### src/rtl/rv32i_pkg.sv
// ---------------------------------------------------------------------------
// rv32i_pkg : shared RV32I register-file constants and types (RV32E_MODE_EN)
// Revision  : 1.0
// ---------------------------------------------------------------------------
`default_nettype none

package rv32i_pkg;

   localparam int XLEN       = 32;
   localparam int REG_ADDR_W = 5;
`ifdef RV32E_MODE_EN
   localparam int NUM_REGS   = 16;
`else
   localparam int NUM_REGS   = 32;
`endif

   typedef logic [REG_ADDR_W-1:0] reg_idx_t;
   typedef logic [XLEN-1:0]       word_t;

endpackage

`default_nettype wire

### src/rtl/rv32i_regfile.sv
// ---------------------------------------------------------------------------
// rv32i_regfile : RV32I register file, shared address, x0 constant zero.
// Config macro  : RV32E_MODE_EN (16 registers).
// Revision      : 1.0
// ---------------------------------------------------------------------------
`default_nettype none

module rv32i_regfile
   import rv32i_pkg::*;
(
   input  logic                  clk,
   input  logic                  rst,
   input  logic                  state,
   input  logic [REG_ADDR_W-1:0] address,
   input  logic [XLEN-1:0]       data_w,
   output logic [XLEN-1:0]       data
);

   word_t r_regs [1:NUM_REGS-1];
   logic  w_in_range;
   logic  w_we;

`ifdef RV32E_MODE_EN
   assign w_in_range = ~address[REG_ADDR_W-1];
`else
   assign w_in_range = 1'b1;
`endif

   assign w_we = ~state & w_in_range;

   // x0 has no storage; only x1..x(NUM_REGS-1) get flops.
   for (genvar gi = 1; gi < NUM_REGS; gi++) begin : g_reg
      always_ff @(posedge clk) begin
         if (rst) begin
            r_regs[gi] <= '0;
         end else if (w_we && (address == REG_ADDR_W'(gi))) begin
            r_regs[gi] <= data_w;
         end
      end
   end

   always_comb begin
      data = '0;
      if (!rst && state && w_in_range) begin
         for (int i = 1; i < NUM_REGS; i++) begin
            if (address == REG_ADDR_W'(i)) begin
               data = r_regs[i];
            end
         end
      end
   end

endmodule

`default_nettype wire

### config.mk
export PLATFORM = sky130hd
export DESIGN_NAME = rv32i_regfile
export DESIGN_NICKNAME = d
export VERILOG_FILES = /design/src/rtl/rv32i_pkg.sv /design/src/rtl/rv32i_regfile.sv
export SDC_FILE = /design/constraint.sdc
export NUM_CORES = 2
export LEC_CHECK = 0
export BUFFER_PORTS_ARGS = -buffer_cell sky130_fd_sc_hd__clkbuf_2
export CORE_MARGIN = 5
export CORE_UTILIZATION = 55
export DETAILED_ROUTE_END_ITERATION = 10
export PLACE_DENSITY = 0.78
export SYNTH_ARGS = -nofsm -noshare
export SYNTH_HDL_FRONTEND = slang
export SYNTH_SLANG_ARGS = --single-unit
export TNS_END_PERCENT = 1
### constraint.sdc
create_clock -name clk -period 5.97 [get_ports clk]
set_input_delay 0.8955 -clock clk [delete_from_list [all_inputs] [get_ports clk]]
set_output_delay 0.8955 -clock clk [all_outputs]
set_load 0.02 [all_outputs]
Word-level counts from Yosys, hierarchy flattened
Memories as Yosys holds them, arrays and structs flattened.
Index checks and enable logic that the tools add are counted.

storage, ports and cells
  bits in writable memories = 992
  register bits after elaboration = 0
  memories = 1

cells by class
  reductions and logical operators = 33
  eq/ne operators = 31
  bitwise logic cells = 32
  mux-type cells = 158

memory list
  name    depth  bits a word  rd ports  clocked after Yosys merged registers in  write ports  line                 text
  r_regs  31     32           31        0                                        31           rv32i_regfile.sv:19  word_t r_regs [1:NUM_REGS-1];

operators by type and width
  operator            number
  $mux 32             63
  $mux 1              95
  $eq 5x5->1 const B  16
  $eq 5x4->1 const B  8
  $logic_and 1x1->1   32
  $or 1x1->1          31
  $eq 5x3->1 const B  4
  $eq 5x2->1 const B  2
  $eq 5x1->1 const B  1
  $logic_not 1->1     1
  $not 1->1           1

Logic depth before layout (Yosys ltp)
  depth in word-level cells = 33
  mapped depth = 11

Least setup slack after synthesis
OpenSTA, ideal clock, no wires.

  path type = input -> register
  from = in address[1]
  to = reg r_regs[0][160] (netlist name)
  setup slack = 1200 ps
  stages = 7
  buffers on the path = 5
  setup time = 470 ps
  data arrival time = 4300 ps
  data required time = 5500 ps
  cells stage by stage = buf_2 -> nand2b_1 -> buf_2 -> buf_2 -> buf_2 -> buf_2 -> o31ai_1

RTL lines
  what                line                 text
  start: declaration  rv32i_regfile.sv:14  input logic [REG_ADDR_W-1:0] address,

Worst setup path after layout
  from = in address[3]
  to = out data[14]

on the way
  longest elaborated chain between the ends = 33
  elaborated cells on any way between the ends = 63

RTL lines
  what                   line                 text
  $eq 5x1->1             rv32i_regfile.sv:46  if (address == REG_ADDR_W'(i)) begin
  $mux 32 (30 in a row)  rv32i_regfile.sv:46
  $mux 32 *              rv32i_regfile.sv:46
  $mux 32 *              rv32i_regfile.sv:44  if (!rst && state && w_in_range) begin
  end: declaration       rv32i_regfile.sv:16  output logic [XLEN-1:0] data

Mark *: on every way between the ends. The rest lies on a longest branch, timed or not.

==> impl_metrics.env <==
export IMPL_cpPeakStageDelay_ns=1.06
export IMPL_drv_cap=0
export IMPL_syn_inst=3473
export IMPL_grt_pass1_wl_um=219000
export IMPL_setup_slack_ns=0.595
export IMPL_cp_slowest_cell="nor2_4"
export IMPL_irDropWorstVdd_mv=0.224
export IMPL_cp_required_ns=5.07
export IMPL_ys_types=77
export IMPL_yosysWarnings=0
export IMPL_via_per_inst=7.01
export IMPL_routedWlPerCell_um=34.0
export IMPL_synth_area_per_cell_um2=13.0
export IMPL_rows=105
export IMPL_fin_hold_ws_ns=0.680
export IMPL_dr_pass1_iters=9
export IMPL_grt_pass1_vias=31100
export IMPL_path_delay_family="simple AND/OR/NAND/NOR gates"
export IMPL_largest_register="r_regs"
export IMPL_crit_path_start_kind="primary input"
export IMPL_largestRegisters="r_regs (992)"
export IMPL_status="finished clean"
export IMPL_postCtsSetupRepairBufs=0
export IMPL_antenna_found_initial=11
export IMPL_async_reset_ff_share_pct=0
export IMPL_ctsResizeCount=0
export IMPL_path_cells="clkbuf_2 -> buf_4 -> nand3b_4 -> nor2_4 -> a32oi_1 -> and4_1 -> a31oi_1 -> clkbuf_2"
export IMPL_dp_hpwl_um=94800
export IMPL_critPathBufInv=3
export IMPL_fin_crit_ns=5.38
export IMPL_track_usage_pct=34.9
export IMPL_fmax_ghz=0.186
export IMPL_cp_max_fo=27
export IMPL_portBuffers=71
export IMPL_die_w_um=296
export IMPL_drive_gt1_share_pct=14.3
export IMPL_drt_total_wl_um=157000
export IMPL_cts_buffers=104
export IMPL_die_h_um=296
export IMPL_grt_max_degree=46
export IMPL_crit_top_cell="clkbuf_2"
export IMPL_syn_cell_area_um2=45100
export IMPL_initial_core_util_pct=55.2
export IMPL_numClockSinks=992
export IMPL_grt_ovfl_total=0
export IMPL_ys_flop_type="edfxtp_1"
export IMPL_drc=0
export IMPL_drtAntennaViolNets=0
export IMPL_synth_top_area_share_pct=66.1
export IMPL_cts_reportedPaths_clkPinSlew_ns=0.07
export IMPL_core_um2=81700
export IMPL_drv_slew=0
export IMPL_yosysTopAreaCell="edfxtp_1"
export IMPL_end_kind="primary output"
export IMPL_min_path_type="in2reg"
export IMPL_setup_tns_ns=0
export IMPL_rsz0062_at_grt="false"
export IMPL_synth_edff_count=992
export IMPL_cts_buffer_depth=3
export IMPL_largest_reg_flops=992
export IMPL_finalHoldViolCount=0
export IMPL_timing_slew_headroom_pct=8.78
export IMPL_ys_ff_latch=992
export IMPL_cts_hold_buf=0
export IMPL_ctsHtreeMaxLevel=3
export IMPL_synthToLayoutAreaGrowth_pct=11.5
export IMPL_worst_pin_slew_ns=1.37
export IMPL_p_leak_nw=17.4
export IMPL_synth_fp_nets=3513
export IMPL_path_class="in2out"
export IMPL_drtIter0Drc=6365
export IMPL_die_area_um2=87800
export IMPL_via_count=32400
export IMPL_layout_nets=3499
export IMPL_fin_util_pct=61.5
export IMPL_synth_area_leaders="edfxtp_1 66%, and2_1 14%, a22oi_1 4.6%"
export IMPL_critPathArrivalTime_ns=4.48
export IMPL_gp_congestion=1.02
export IMPL_setup_viol=0
export IMPL_pin_count=72
export IMPL_cts_root_buf="clkbuf_16"
export IMPL_dp_slack_ns=0.900
export IMPL_yosysSeqAreaShare_pct=66.1
export IMPL_cts_tree="yes"
export IMPL_powerDensity_nw_per_um2=309
export IMPL_fin_crit_sh_pct=90.0
export IMPL_power_mw=15.5
[cell usage in the layout (no fill, tap or decap), drive strengths merged, types with 45 or more instances in the layout]
cell	netlist	layout
nand2	65	65
buf	103	151
a22oi	277	277
clkinv	2	50
edfxtp	992	992
o21ai	97	97
nor2	152	152
a21oi	73	73
and2	994	994
nand4	45	45
clkbuf	236	192
[cell usage after synthesis (6+ instances only)]
| cell | number |
|---|---|
| a2111oi_0 | 9 |
| a211oi_1 | 6 |
| a21o_1 | 18 |
| a21oi_1 | 73 |
| a221oi_1 | 30 |
| a221oi_2 | 7 |
| a222oi_1 | 23 |
| a22o_1 | 6 |
| a22oi_1 | 277 |
| a31oi_1 | 7 |
| a32oi_1 | 7 |
| and2_1 | 994 |
| and3_1 | 41 |
| buf_2 | 74 |
| buf_4 | 20 |
| buf_6 | 6 |
| clkbuf_1 | 236 |
| edfxtp_1 | 992 |
| inv_1 | 7 |
| mux2_2 | 17 |
| mux2i_1 | 21 |
| nand2_1 | 64 |
| nand2b_1 | 10 |
| nand3_1 | 32 |
| nand3b_1 | 10 |
| nand4_1 | 45 |
| nor2_1 | 129 |
| nor2_2 | 17 |
| nor2b_1 | 16 |
| nor3_1 | 16 |
| o211ai_1 | 28 |
| o21ai_0 | 96 |
| o221ai_1 | 10 |
| o22ai_1 | 36 |
| o2bb2ai_1 | 7 |
[cells by family (layout without fill, tap and decap cells)]
group | count (synthesis) | count (layout) | share of synthesized area, %
AOI/OAI and AO/OA | 678 | 678 | 10.8
buffers and inverters | 348 | 417 | 3.37
DFF | 992 | 992 | 66.1
muxes | 41 | 41 | 1.04
other | 0 | 6 | 0
and+or+nand+nor | 1414 | 1414 | 18.8
[area by class of cell]
| class | instances | area (um^2) |
|---|---|---|
| diodes | 6 | 15.0 |
| clock buffers | 124 | 2720 |
| clock inverters | 65 | 541 |
| fillers | 5985 | 31400 |
| inverters | 9 | 33.8 |
| multi-input cells | 2133 | 14300 |
| flip-flops and latches | 992 | 29800 |
| well taps | 1070 | 1340 |
| repair buffers | 219 | 1550 |
[stage by stage]
step | cell area, um^2 | cells
2_1_floorplan | 45100 | 3473
3_3_place_gp | 47000 | 4423
3_5_place_dp | 47000 | 4423
4_1_cts | 50300 | 4612
5_1_grt | 50300 | 4613
6_report | 50300 | 4618
[path summary, 6_finish.rpt]
kind / slack (ns) / from / cells past startpoint / endpoint
setup / recovery: 0.59 / address[3] / 8 / data[14]
hold / removal: 0.68 / state / 2 / r_regs[0][993]
[per-layer routing]
| layer | up-vias | GRT usage (%) | wire (um) |
|---|---|---|---|
| met5 | - | 0 | 17 |
| met4 | 2 | 22.7 | 13300 |
| met3 | 777 | 12.1 | 26600 |
| met2 | 3228 | 51.1 | 66500 |
| met1 | 15600 | 44.7 | 50600 |
| li1 | 12800 | - | - |
[report_power, final]
group          switching (mW)  internal, mW  total [mW]
clock                    2.77          3.51        6.28
combinational           0.834         0.236        1.07
sequential              0.121          8.04        8.17
total                    3.72          11.8        15.5
No activity file was read; power rests on OpenSTA's default activity.
